File: src/rtl/rvh_l1d_req_enc.sv
// rvh_l1d_req_enc: encodes LSU memory uops into LDU_*/STU_* opcodes and issues them
// in order to the L1D load/store channels through a small registered FIFO.
package uop_encoding_pkg;
    localparam int LDU_OP_WIDTH = 3;
    localparam int STU_OP_WIDTH = 5;
    localparam logic [LDU_OP_WIDTH-1:0] LDU_LB  = 3'd0;
    localparam logic [LDU_OP_WIDTH-1:0] LDU_LH  = 3'd1;
    localparam logic [LDU_OP_WIDTH-1:0] LDU_LW  = 3'd2;
    localparam logic [LDU_OP_WIDTH-1:0] LDU_LD  = 3'd3;
    localparam logic [LDU_OP_WIDTH-1:0] LDU_LBU = 3'd4;
    localparam logic [LDU_OP_WIDTH-1:0] LDU_LHU = 3'd5;
    localparam logic [LDU_OP_WIDTH-1:0] LDU_LWU = 3'd6;
    localparam logic [STU_OP_WIDTH-1:0] STU_SB       = 5'd0;
    localparam logic [STU_OP_WIDTH-1:0] STU_SH       = 5'd1;
    localparam logic [STU_OP_WIDTH-1:0] STU_SW       = 5'd2;
    localparam logic [STU_OP_WIDTH-1:0] STU_SD       = 5'd3;
    localparam logic [STU_OP_WIDTH-1:0] STU_LRW      = 5'd4;
    localparam logic [STU_OP_WIDTH-1:0] STU_LRD      = 5'd5;
    localparam logic [STU_OP_WIDTH-1:0] STU_SCW      = 5'd6;
    localparam logic [STU_OP_WIDTH-1:0] STU_SCD      = 5'd7;
    localparam logic [STU_OP_WIDTH-1:0] STU_AMOSWAPW = 5'd8;
    localparam logic [STU_OP_WIDTH-1:0] STU_AMOSWAPD = 5'd9;
    localparam logic [STU_OP_WIDTH-1:0] STU_AMOADDW  = 5'd10;
    localparam logic [STU_OP_WIDTH-1:0] STU_AMOADDD  = 5'd11;
    localparam logic [STU_OP_WIDTH-1:0] STU_AMOANDW  = 5'd12;
    localparam logic [STU_OP_WIDTH-1:0] STU_AMOANDD  = 5'd13;
    localparam logic [STU_OP_WIDTH-1:0] STU_AMOORW   = 5'd14;
    localparam logic [STU_OP_WIDTH-1:0] STU_AMOORD   = 5'd15;
    localparam logic [STU_OP_WIDTH-1:0] STU_AMOXORW  = 5'd16;
    localparam logic [STU_OP_WIDTH-1:0] STU_AMOXORD  = 5'd17;
    localparam logic [STU_OP_WIDTH-1:0] STU_AMOMAXW  = 5'd18;
    localparam logic [STU_OP_WIDTH-1:0] STU_AMOMAXD  = 5'd19;
    localparam logic [STU_OP_WIDTH-1:0] STU_AMOMAXUW = 5'd20;
    localparam logic [STU_OP_WIDTH-1:0] STU_AMOMAXUD = 5'd21;
    localparam logic [STU_OP_WIDTH-1:0] STU_AMOMINW  = 5'd22;
    localparam logic [STU_OP_WIDTH-1:0] STU_AMOMIND  = 5'd23;
    localparam logic [STU_OP_WIDTH-1:0] STU_AMOMINUW = 5'd24;
    localparam logic [STU_OP_WIDTH-1:0] STU_AMOMINUD = 5'd25;
endpackage

package rvh_l1d_pkg;
    typedef enum logic [2:0] {AMOSWAP, AMOADD, AMOAND, AMOOR, AMOXOR, AMOMAX, AMOMIN} amo_type_t;
endpackage

module rvh_l1d_req_enc
    import uop_encoding_pkg::*;
    import rvh_l1d_pkg::*;
#(
    parameter int DEPTH   = 4,
    parameter int PADDR_W = 56,
    parameter int TAG_W   = 8
) (
    input  logic                      clk,
    input  logic                      rst,
    input  logic                      flush_i,
    input  logic                      req_vld_i,
    output logic                      req_rdy_o,
    input  logic                      req_is_ld_i,
    input  logic                      req_is_st_i,
    input  logic                      req_is_lr_i,
    input  logic                      req_is_sc_i,
    input  logic                      req_is_amo_i,
    input  logic [1:0]                req_size_i,
    input  logic                      req_unsigned_i,
    input  amo_type_t                 req_amo_type_i,
    input  logic [PADDR_W-1:0]        req_paddr_i,
    input  logic [63:0]               req_data_i,
    input  logic [TAG_W-1:0]          req_tag_i,
    output logic                      req_err_o,
    output logic                      l1d_ld_req_vld_o,
    input  logic                      l1d_ld_req_rdy_i,
    output logic [LDU_OP_WIDTH-1:0]   l1d_ld_req_opcode_o,
    output logic [PADDR_W-1:0]        l1d_ld_req_paddr_o,
    output logic [TAG_W-1:0]          l1d_ld_req_tag_o,
    output logic                      l1d_st_req_vld_o,
    input  logic                      l1d_st_req_rdy_i,
    output logic [STU_OP_WIDTH-1:0]   l1d_st_req_opcode_o,
    output logic [PADDR_W-1:0]        l1d_st_req_paddr_o,
    output logic [63:0]               l1d_st_req_data_o,
    output logic [TAG_W-1:0]          l1d_st_req_tag_o,
    output logic [$clog2(DEPTH):0]    fifo_cnt_o
);
    localparam int PTR_W = $clog2(DEPTH);
    localparam logic [PTR_W:0] FULL = DEPTH[PTR_W:0];

    typedef struct packed {
        logic                    is_ld;
        logic [STU_OP_WIDTH-1:0] op;
        logic [PADDR_W-1:0]      paddr;
        logic [63:0]             data;
        logic [TAG_W-1:0]        tag;
    } entry_t;

    entry_t                  r_mem [DEPTH];
    logic [PTR_W-1:0]        r_wr_ptr;
    logic [PTR_W-1:0]        r_rd_ptr;
    logic [PTR_W:0]          r_cnt;
    logic                    r_err;
    logic [4:0]              w_cls;
    logic                    w_onehot;
    logic                    w_illegal;
    logic                    w_is_d;
    logic                    w_acc;
    logic                    w_enq;
    logic                    w_deq;
    logic                    w_vld;
    logic [LDU_OP_WIDTH-1:0] w_ld_op;
    logic [STU_OP_WIDTH-1:0] w_amo_op;
    logic [STU_OP_WIDTH-1:0] w_op;
    entry_t                  w_head;
    entry_t                  w_new;

    assign w_cls    = {req_is_ld_i, req_is_st_i, req_is_lr_i, req_is_sc_i, req_is_amo_i};
    assign w_onehot = (w_cls != 5'd0) && ((w_cls & (w_cls - 5'd1)) == 5'd0);
    assign w_is_d   = req_size_i[0];
    assign w_illegal = !w_onehot
                    || ((req_is_lr_i || req_is_sc_i || req_is_amo_i) && !req_size_i[1])
                    || (req_is_ld_i && req_size_i == 2'd3 && req_unsigned_i)
                    || (req_is_amo_i && req_unsigned_i && req_amo_type_i != AMOMAX && req_amo_type_i != AMOMIN)
                    || ((req_is_st_i || req_is_lr_i || req_is_sc_i) && req_unsigned_i);

    always_comb begin
        w_ld_op = req_size_i == 2'd3 ? LDU_LD :
                  req_unsigned_i ? (req_size_i == 2'd0 ? LDU_LBU : req_size_i == 2'd1 ? LDU_LHU : LDU_LWU) :
                                   (req_size_i == 2'd0 ? LDU_LB  : req_size_i == 2'd1 ? LDU_LH  : LDU_LW);
    end

    always_comb begin
        w_amo_op = w_is_d ? STU_AMOSWAPD : STU_AMOSWAPW;
        case (req_amo_type_i)
            AMOADD:  w_amo_op = w_is_d ? STU_AMOADDD : STU_AMOADDW;
            AMOAND:  w_amo_op = w_is_d ? STU_AMOANDD : STU_AMOANDW;
            AMOOR:   w_amo_op = w_is_d ? STU_AMOORD  : STU_AMOORW;
            AMOXOR:  w_amo_op = w_is_d ? STU_AMOXORD : STU_AMOXORW;
            AMOMAX:  w_amo_op = req_unsigned_i ? (w_is_d ? STU_AMOMAXUD : STU_AMOMAXUW)
                                               : (w_is_d ? STU_AMOMAXD  : STU_AMOMAXW);
            AMOMIN:  w_amo_op = req_unsigned_i ? (w_is_d ? STU_AMOMINUD : STU_AMOMINUW)
                                               : (w_is_d ? STU_AMOMIND  : STU_AMOMINW);
            default: ;
        endcase
    end

    // load opcodes share the entry's opcode field, zero-extended
    always_comb begin
        w_op = req_is_ld_i ? {{(STU_OP_WIDTH-LDU_OP_WIDTH){1'b0}}, w_ld_op} :
               req_is_st_i ? (req_size_i == 2'd0 ? STU_SB : req_size_i == 2'd1 ? STU_SH :
                              req_size_i == 2'd2 ? STU_SW : STU_SD) :
               req_is_lr_i ? (w_is_d ? STU_LRD : STU_LRW) :
               req_is_sc_i ? (w_is_d ? STU_SCD : STU_SCW) : w_amo_op;
    end

    assign w_new     = '{is_ld: req_is_ld_i, op: w_op, paddr: req_paddr_i, data: req_data_i, tag: req_tag_i};
    assign req_rdy_o = (r_cnt < FULL) && !flush_i;
    assign w_acc     = req_vld_i && req_rdy_o;
    assign w_enq     = w_acc && !w_illegal;
    assign w_vld     = r_cnt != '0;
    assign w_head    = r_mem[r_rd_ptr];
    assign w_deq     = (l1d_ld_req_vld_o && l1d_ld_req_rdy_i) || (l1d_st_req_vld_o && l1d_st_req_rdy_i);

    assign l1d_ld_req_vld_o    = w_vld && w_head.is_ld;
    assign l1d_st_req_vld_o    = w_vld && !w_head.is_ld;
    assign l1d_ld_req_opcode_o = l1d_ld_req_vld_o ? w_head.op[LDU_OP_WIDTH-1:0] : '0;
    assign l1d_ld_req_paddr_o  = l1d_ld_req_vld_o ? w_head.paddr : '0;
    assign l1d_ld_req_tag_o    = l1d_ld_req_vld_o ? w_head.tag : '0;
    assign l1d_st_req_opcode_o = l1d_st_req_vld_o ? w_head.op : '0;
    assign l1d_st_req_paddr_o  = l1d_st_req_vld_o ? w_head.paddr : '0;
    assign l1d_st_req_data_o   = l1d_st_req_vld_o ? w_head.data : '0;
    assign l1d_st_req_tag_o    = l1d_st_req_vld_o ? w_head.tag : '0;
    assign req_err_o           = r_err;
    assign fifo_cnt_o          = r_cnt;

    always_ff @(posedge clk or negedge rst) begin
        if (!rst) begin
            r_wr_ptr <= '0;
            r_rd_ptr <= '0;
            r_cnt    <= '0;
            r_err    <= 1'b0;
        end else begin
            r_err <= w_acc && w_illegal;
            if (flush_i) begin
                r_wr_ptr <= '0;
                r_rd_ptr <= '0;
                r_cnt    <= '0;
            end else begin
                if (w_enq) r_wr_ptr <= r_wr_ptr + PTR_W'(1);
                if (w_deq) r_rd_ptr <= r_rd_ptr + PTR_W'(1);
                r_cnt <= r_cnt + {{PTR_W{1'b0}}, w_enq} - {{PTR_W{1'b0}}, w_deq};
            end
        end
    end

    // storage needs no reset: outputs are gated by occupancy
    always_ff @(posedge clk) begin
        if (w_enq) r_mem[r_wr_ptr] <= w_new;
    end
endmodule

File: config.mk
export PLATFORM = sky130hd
export DESIGN_NAME = rvh_l1d_req_enc
export DESIGN_NICKNAME = d
export VERILOG_FILES = /design/src/rtl/rvh_l1d_req_enc.sv
export SDC_FILE = /design/constraint.sdc
export NUM_CORES = 1
export LEC_CHECK = 0
export CAP_MARGIN = 0
export CORE_UTILIZATION = 40
export DETAILED_ROUTE_END_ITERATION = 8
export SLEW_MARGIN = 20
export SYNTH_ARGS = -nofsm -noshare
export SYNTH_HDL_FRONTEND = slang
export SYNTH_SLANG_ARGS = --single-unit
export TNS_END_PERCENT = 30
File: constraint.sdc
create_clock -name clk -period 9 [get_ports clk]
set_input_delay 2.7 -clock clk [delete_from_list [all_inputs] [get_ports clk]]
set_output_delay 2.7 -clock clk [all_outputs]
set_load 0.02 [all_outputs]
### After elaboration in Yosys (flattened, before gate mapping)

Memory sizes are Yosys's and may differ from the RTL's.
Index checks and enable logic that the tools add are counted.

| cells by class | value |
|---|---|
| add/sub/neg operators | 5 |
| order comparisons | 1 |
| eq/ne operators | 11 |
| muxes and demuxes | 41 |
| bitwise gates (word level) | 1 |
| reduce and logical (&&, ||, !) cells | 36 |

Operator list:

| operator | number |
|---|---|
| 56-bit 2-to-1 mux | 2 |
| 64-bit 2-to-1 mux | 1 |
| 5-bit one-hot mux with 6 select lines | 1 |
| 5-bit 2-to-1 mux | 5 |
| 2-bit 2-to-1 mux | 10 |
| 1-bit logical AND | 16 |
| 8-bit 2-to-1 mux | 2 |
| 3-bit 2-to-1 mux | 5 |
| 1-bit 2-to-1 mux | 14 |
| 3-bit == test (second input constant) | 3 |
| 1-bit logical OR | 9 |
| 3-bit by 2-bit == test with 1-bit output (second input constant) | 2 |
| 3-bit inequality test (second input constant) | 2 |
| 5-bit AND | 1 |
| 1-bit zero test | 5 |
| 5-bit zero test | 1 |
| 5-bit nonzero test | 1 |
| 5-bit by 1-bit subtractor with 5-bit output (second input constant) | 1 |
| 2-bit by 1-bit adder with 2-bit output (second input constant) | 2 |
| 2-bit == test (second input constant) | 2 |
| 4-bit 2-to-1 mux | 1 |
| 2-bit nonzero test | 2 |
| 3-bit by 1-bit adder with 3-bit output | 1 |
| 3-bit by 1-bit == test with 1-bit output (second input constant) | 1 |
| other kinds (5) | 5 |

| word-level totals | value |
|---|---|
| register bits | 8 |
| bits in writable memories | 536 |
| bits of input ports | 145 |
| word-level logic and storage cells | 100 |
| memories | 1 |

Memory list:

| memory | depth | bits a word | rd ports | clocked after Yosys merged registers in | write ports | line | text |
|---|---|---|---|---|---|---|---|
| r_mem | 4 | 134 | 1 | 0 | 1 | 94 | `entry_t r_mem [DEPTH];` |

### Logic depth before layout (Yosys ltp)

| depth | value |
|---|---|
| depth in word-level cells | 14 |
| gate-level depth with buffers | 14 |
| gate-level depth less buffers | 13 |

### Worst setup path before layout

OpenSTA, ideal clock, no wires.

| timing path | value |
|---|---|
| path type | input -> register |
| from | input port req_is_st_i |
| to | memory r_mem[0][0] in the netlist's numbering, enable pin |
| arrival time | 6.874 ns |
| data required time | 8.490 ns |
| path slack | 1.616 ns |
| cell stages on the path | 5 |
| cells stage by stage | buf_2 a2111oi_0 a21oi_1 a211oi_2 and3_1 |

| between the ends | value |
|---|---|
| cells in the longest elaborated chain, start to end | 13 |
| elaborated cells between the ends (all ways) | 17 |

RTL lines:

| what | line | text |
|---|---|---|
| start: declaration | 59 | `input logic req_is_st_i,` |
| 5-bit by 1-bit subtractor with 5-bit output | 114 | `assign w_onehot = (w_cls != 5'd0) && ((w_cls & (w_cls - 5'd1)) == 5'd0);` |
| 5-bit AND | 114 |  |
| 5-bit zero test | 114 |  |
| 1-bit logical AND | 114 |  |
| 1-bit zero test | 116 | `assign w_illegal = !w_onehot` |
| 1-bit logical OR | 117 | `\|\| ((req_is_lr_i \|\| req_is_sc_i \|\| req_is_amo_i) && !req_size_i[1])` |
| 1-bit logical OR | 118 | `\|\| (req_is_ld_i && req_size_i == 2'd3 && req_unsigned_i)` |
| 1-bit logical OR | 119 | `\|\| (req_is_amo_i && req_unsigned_i && req_amo_type_i != AMOMAX && req_amo_type_i != AMOMIN)` |
| 1-bit logical OR (*) | 120 | `\|\| ((req_is_st_i \|\| req_is_lr_i \|\| req_is_sc_i) && req_unsigned_i);` |
| 1-bit zero test (*) | 155 | `assign w_enq = w_acc && !w_illegal;` |
| 1-bit logical AND (*) | 155 |  |
| 1-bit 2-to-1 mux (*) | 194 | `if (w_enq) r_mem[r_wr_ptr] <= w_new;` |
| 1-bit 2-to-1 mux (implied by the code) (*) | 194 |  |
| end: declaration | 94 |  |

Every way passes the cells marked *; elsewhere a longest branch is shown, timed or not.

### Worst setup path after layout

| timing path | value |
|---|---|
| from | input port flush_i |
| to | output port req_rdy_o |

| between the ends | value |
|---|---|
| cells in the longest elaborated chain, start to end | 2 |

RTL lines:

| what | line | text |
|---|---|---|
| start: declaration | 55 | `input logic flush_i,` |
| 1-bit zero test | 153 | `assign req_rdy_o = (r_cnt < FULL) && !flush_i;` |
| 1-bit logical AND | 153 |  |
| end: declaration | 57 | `output logic req_rdy_o,` |

No other way between the ends.

==> impl_metrics.toml <==
[run_status]
run_status = "finished, final reports clean"

[power_and_ir_drop]
peakVddDrop_uv = 194
powerDensity_nw_per_um2 = 258
leakage_nw = 8.57
total_power_w = 0.00705

[global_route]
overflow = 0
grt_max_degree = 135
grt_use_total = 0.171
use_met1 = 0.226
met3_usage = 0.0580
antenna_found_initial = 16
grt_pass1_vias = 11033
top_usage_layer = "met2"
grt_pass1_wl_mm = 68.5
met2_usage = 0.270

[route]
wire_per_inst_microns = 22.0
num_vias = 10651
drc = 0
drt_pass1_iterations = 5
wl_mm = 46.4
via_per_inst = 5.06
postRouteAntennaNets = 0
drt_iter0_markers = 518

[cts]
post-cts-setup-buffers = 0
clk_pin_slew_ns = 0.06
root_buffer = "clkbuf_16"
ctsLongestPathBuffers = 3
h-tree-depth = 2
clock_sink_count = 544
cts_resized = 0
cts_tree = "built"
clk_latency_ns = 0.59
cts_made_buffers = 56
holdBufCountCts = 0

[logic_synthesis]
syn_avg_cell_area_sq_um = 21.2
ys_ff_latch = 544
ys_types = 38
synthArstFlopShare = 0.0147
synth-edff-count = 536
ys.flop_type = "edfxtp_1"
netlist.area_leader.share = 0.755
yosys-top-cells-count = "edfxtp_1 (536), and2_1 (134), mux4_2 (134)"
synth_nets = 1157
ys_seq_area_frac = 0.764
netlist_area_sq_um = 21300
ys_warn_count = 0
yosysTopAreaCell = "edfxtp_1"
synth.area.top_cells = "edfxtp_1 (75%), mux4_2 (14%), and2_1 (3.9%)"
netlist_instances = 1005
synth.most_common_cell = "edfxtp_1"

[placed_design]
post-place-cells = 2002
dp_slack_ns = 2.19
dp.final_hpwl_mm = 27.8
io_buffers = 351
gp_congestion = 0.731

[floorplanning]
fp.coreArea_sq_um = 52700
die_area_sq_um = 54300
die_w_microns = 233
rows = 84
start_util = 0.405
io_pins = 352
die_y_microns = 233

[worst_setup_path]
setup.worst_path.class = "in -> out"
cp.arrival_ns = 4.07
path_buf_inv = 2
worstPathRequired_ns = 6.30
critical_path.cell_chain = "clkdlybuf4s50_1 > nor2_1 > clkdlybuf4s50_1"
startpoint = "flush_i"
crit_path_frequent_cell = "clkdlybuf4s50_1"
rr_startpoint = "r_rd_ptr[1]$_DFFE_PN0P_"
crit_family = "buffers and inverters"
cp_max_fo = 9
endpoint_kind = "output port"
slowest_delay_ns = 0.62
slowest_stage = "clkdlybuf4s50_1"
startpoint_type = "input port"

[timing]
timing.fmax_mhz = 148
fin_setup_tns_ns = 0
hold_violations = 0
relSlewSlack = 0.337
finalSetupViolations = 0
tightest_slew_ns = 0.992
fin_ws_ns = 2.23
finalClockSkew_ns = 0.0161
rsz0062_at_grt = "no"
min_period_over_period = 0.752
fin_crit_ns = 6.77
slew_violations = 0
holdWs_ns = 0.595

[final_layout]
multi_input_area_sq_um = 4770
drive_above_1_share = 0.167
nNetsFinal = 1524
fin_cells = 2107
area_growth_pct = 28.4
ff_latch_area_sq_um = 16300
nFillCells = 4164

[min_path]
min-delay-start = "r_wr_ptr[0]$_DFFE_PN0P_"
hold_path_class = "reg -> reg"

[run]
maxCapViolations = 0
-- registers in the layout (all words and copies together), names as in the netlist --
signal,flops
fifo_cnt_o,3
r_mem,536
r_rd_ptr,2
r_wr_ptr,2
req_err_o,1
-- through the flow --
| step | util | area (sq um) |
|---|---|---|
| floorplan | - | 21300 |
| global placement | 0.487 | 25600 |
| detailed placement | 0.487 | 25600 |
| CTS | 0.520 | 27400 |
| global route | 0.520 | 27400 |
| finish | 0.520 | 27400 |
-- worst reg2reg max path: stages (launching register included) --
cell and delay (ns):
dfrtp_4 0.64, mux4_2 0.49, mux2i_1 0.33, nor2_1 0.12, ha_1 0.31, inv_1 0.05
ha_1 0.13, inv_1 0.05, fa_1 0.39, xor2_1 0.17, xnor2_1 0.13, nor2_1 0.05
-- cell type report --
cell class                 instances  area share
clock inverter                    42      0.0124
tap                              688      0.0314
timing repair buffer             364       0.134
sequential                       544       0.595
clock buffer                      59      0.0516
antenna                            4    0.000366
inverter                           7    0.000960
multi-input combinational        399       0.174
-- cell families (layout without fill, tap and decap cells) --
family	Yosys count	after routing	synth area share
adders and majority gates	7	7	0.00446
other	0	4	0
AOI/OAI and AO/OA	18	18	0.00610
DFF	544	544	0.764
xor gates and xnor gates	5	5	0.00205
buffers and inverters	62	472	0.0136
muxes	135	135	0.142
and+or+nand+nor	234	234	0.0679
-- worst paths after layout --
check / to / slack (ns) / cells after the start
max in group asynchronous: r_rd_ptr[0]$_DFFE_PN0P_ / 6.30 / 1
worst min-delay path: r_wr_ptr[0]$_DFFE_PN0P_ / 0.60 / 2
worst max-delay path: req_rdy_o / 2.23 / 3
worst max register to register: fifo_cnt_o[2]$_DFF_PN0_ / 6.00 / 11
worst min register to register: r_wr_ptr[0]$_DFFE_PN0P_ / 0.60 / 2
min in group asynchronous: r_rd_ptr[1]$_DFFE_PN0P_ / 2.39 / 1
-- cells in the final DEF, fill, tap and decap left out, types with 3 or more instances in the layout --
cell / synthesis / routed
diode_2: 0 / 4
nor2_1: 7 / 7
clkinv_1: 0 / 20
edfxtp_1: 536 / 536
nor4_1: 3 / 3
dfrtp_1: 8 / 6
o21ai_0: 5 / 5
inv_1: 7 / 7
clkinv_4: 0 / 3
clkdlybuf4s50_1: 0 / 351
clkbuf_16: 0 / 56
clkinv_2: 0 / 11
buf_4: 8 / 9
nand2_1: 4 / 4
nand3_1: 3 / 3
clkbuf_1: 25 / 3
nor2b_1: 68 / 68
nor3_1: 3 / 3
and3_4: 0 / 4
ha_1: 6 / 6
buf_12: 0 / 4
mux4_2: 134 / 134
xnor2_1: 3 / 3
and2_1: 134 / 134
bufinv_16: 0 / 5
-- power by group --
group	internal, W	switching [W]
Clock	0.00127	0.000935
Sequential	0.00280	0.0000183
Combinational	0.000991	0.00103
Total	0.00507	0.00199
-- metal layers --
metal	wire, microns	vias to the layer above
met5	188	-
met4	751	26
met3	3630	85
met2	22400	318
met1	19400	5454
li1	-	4768
Note: power is estimated with default switching activity, not from simulation.
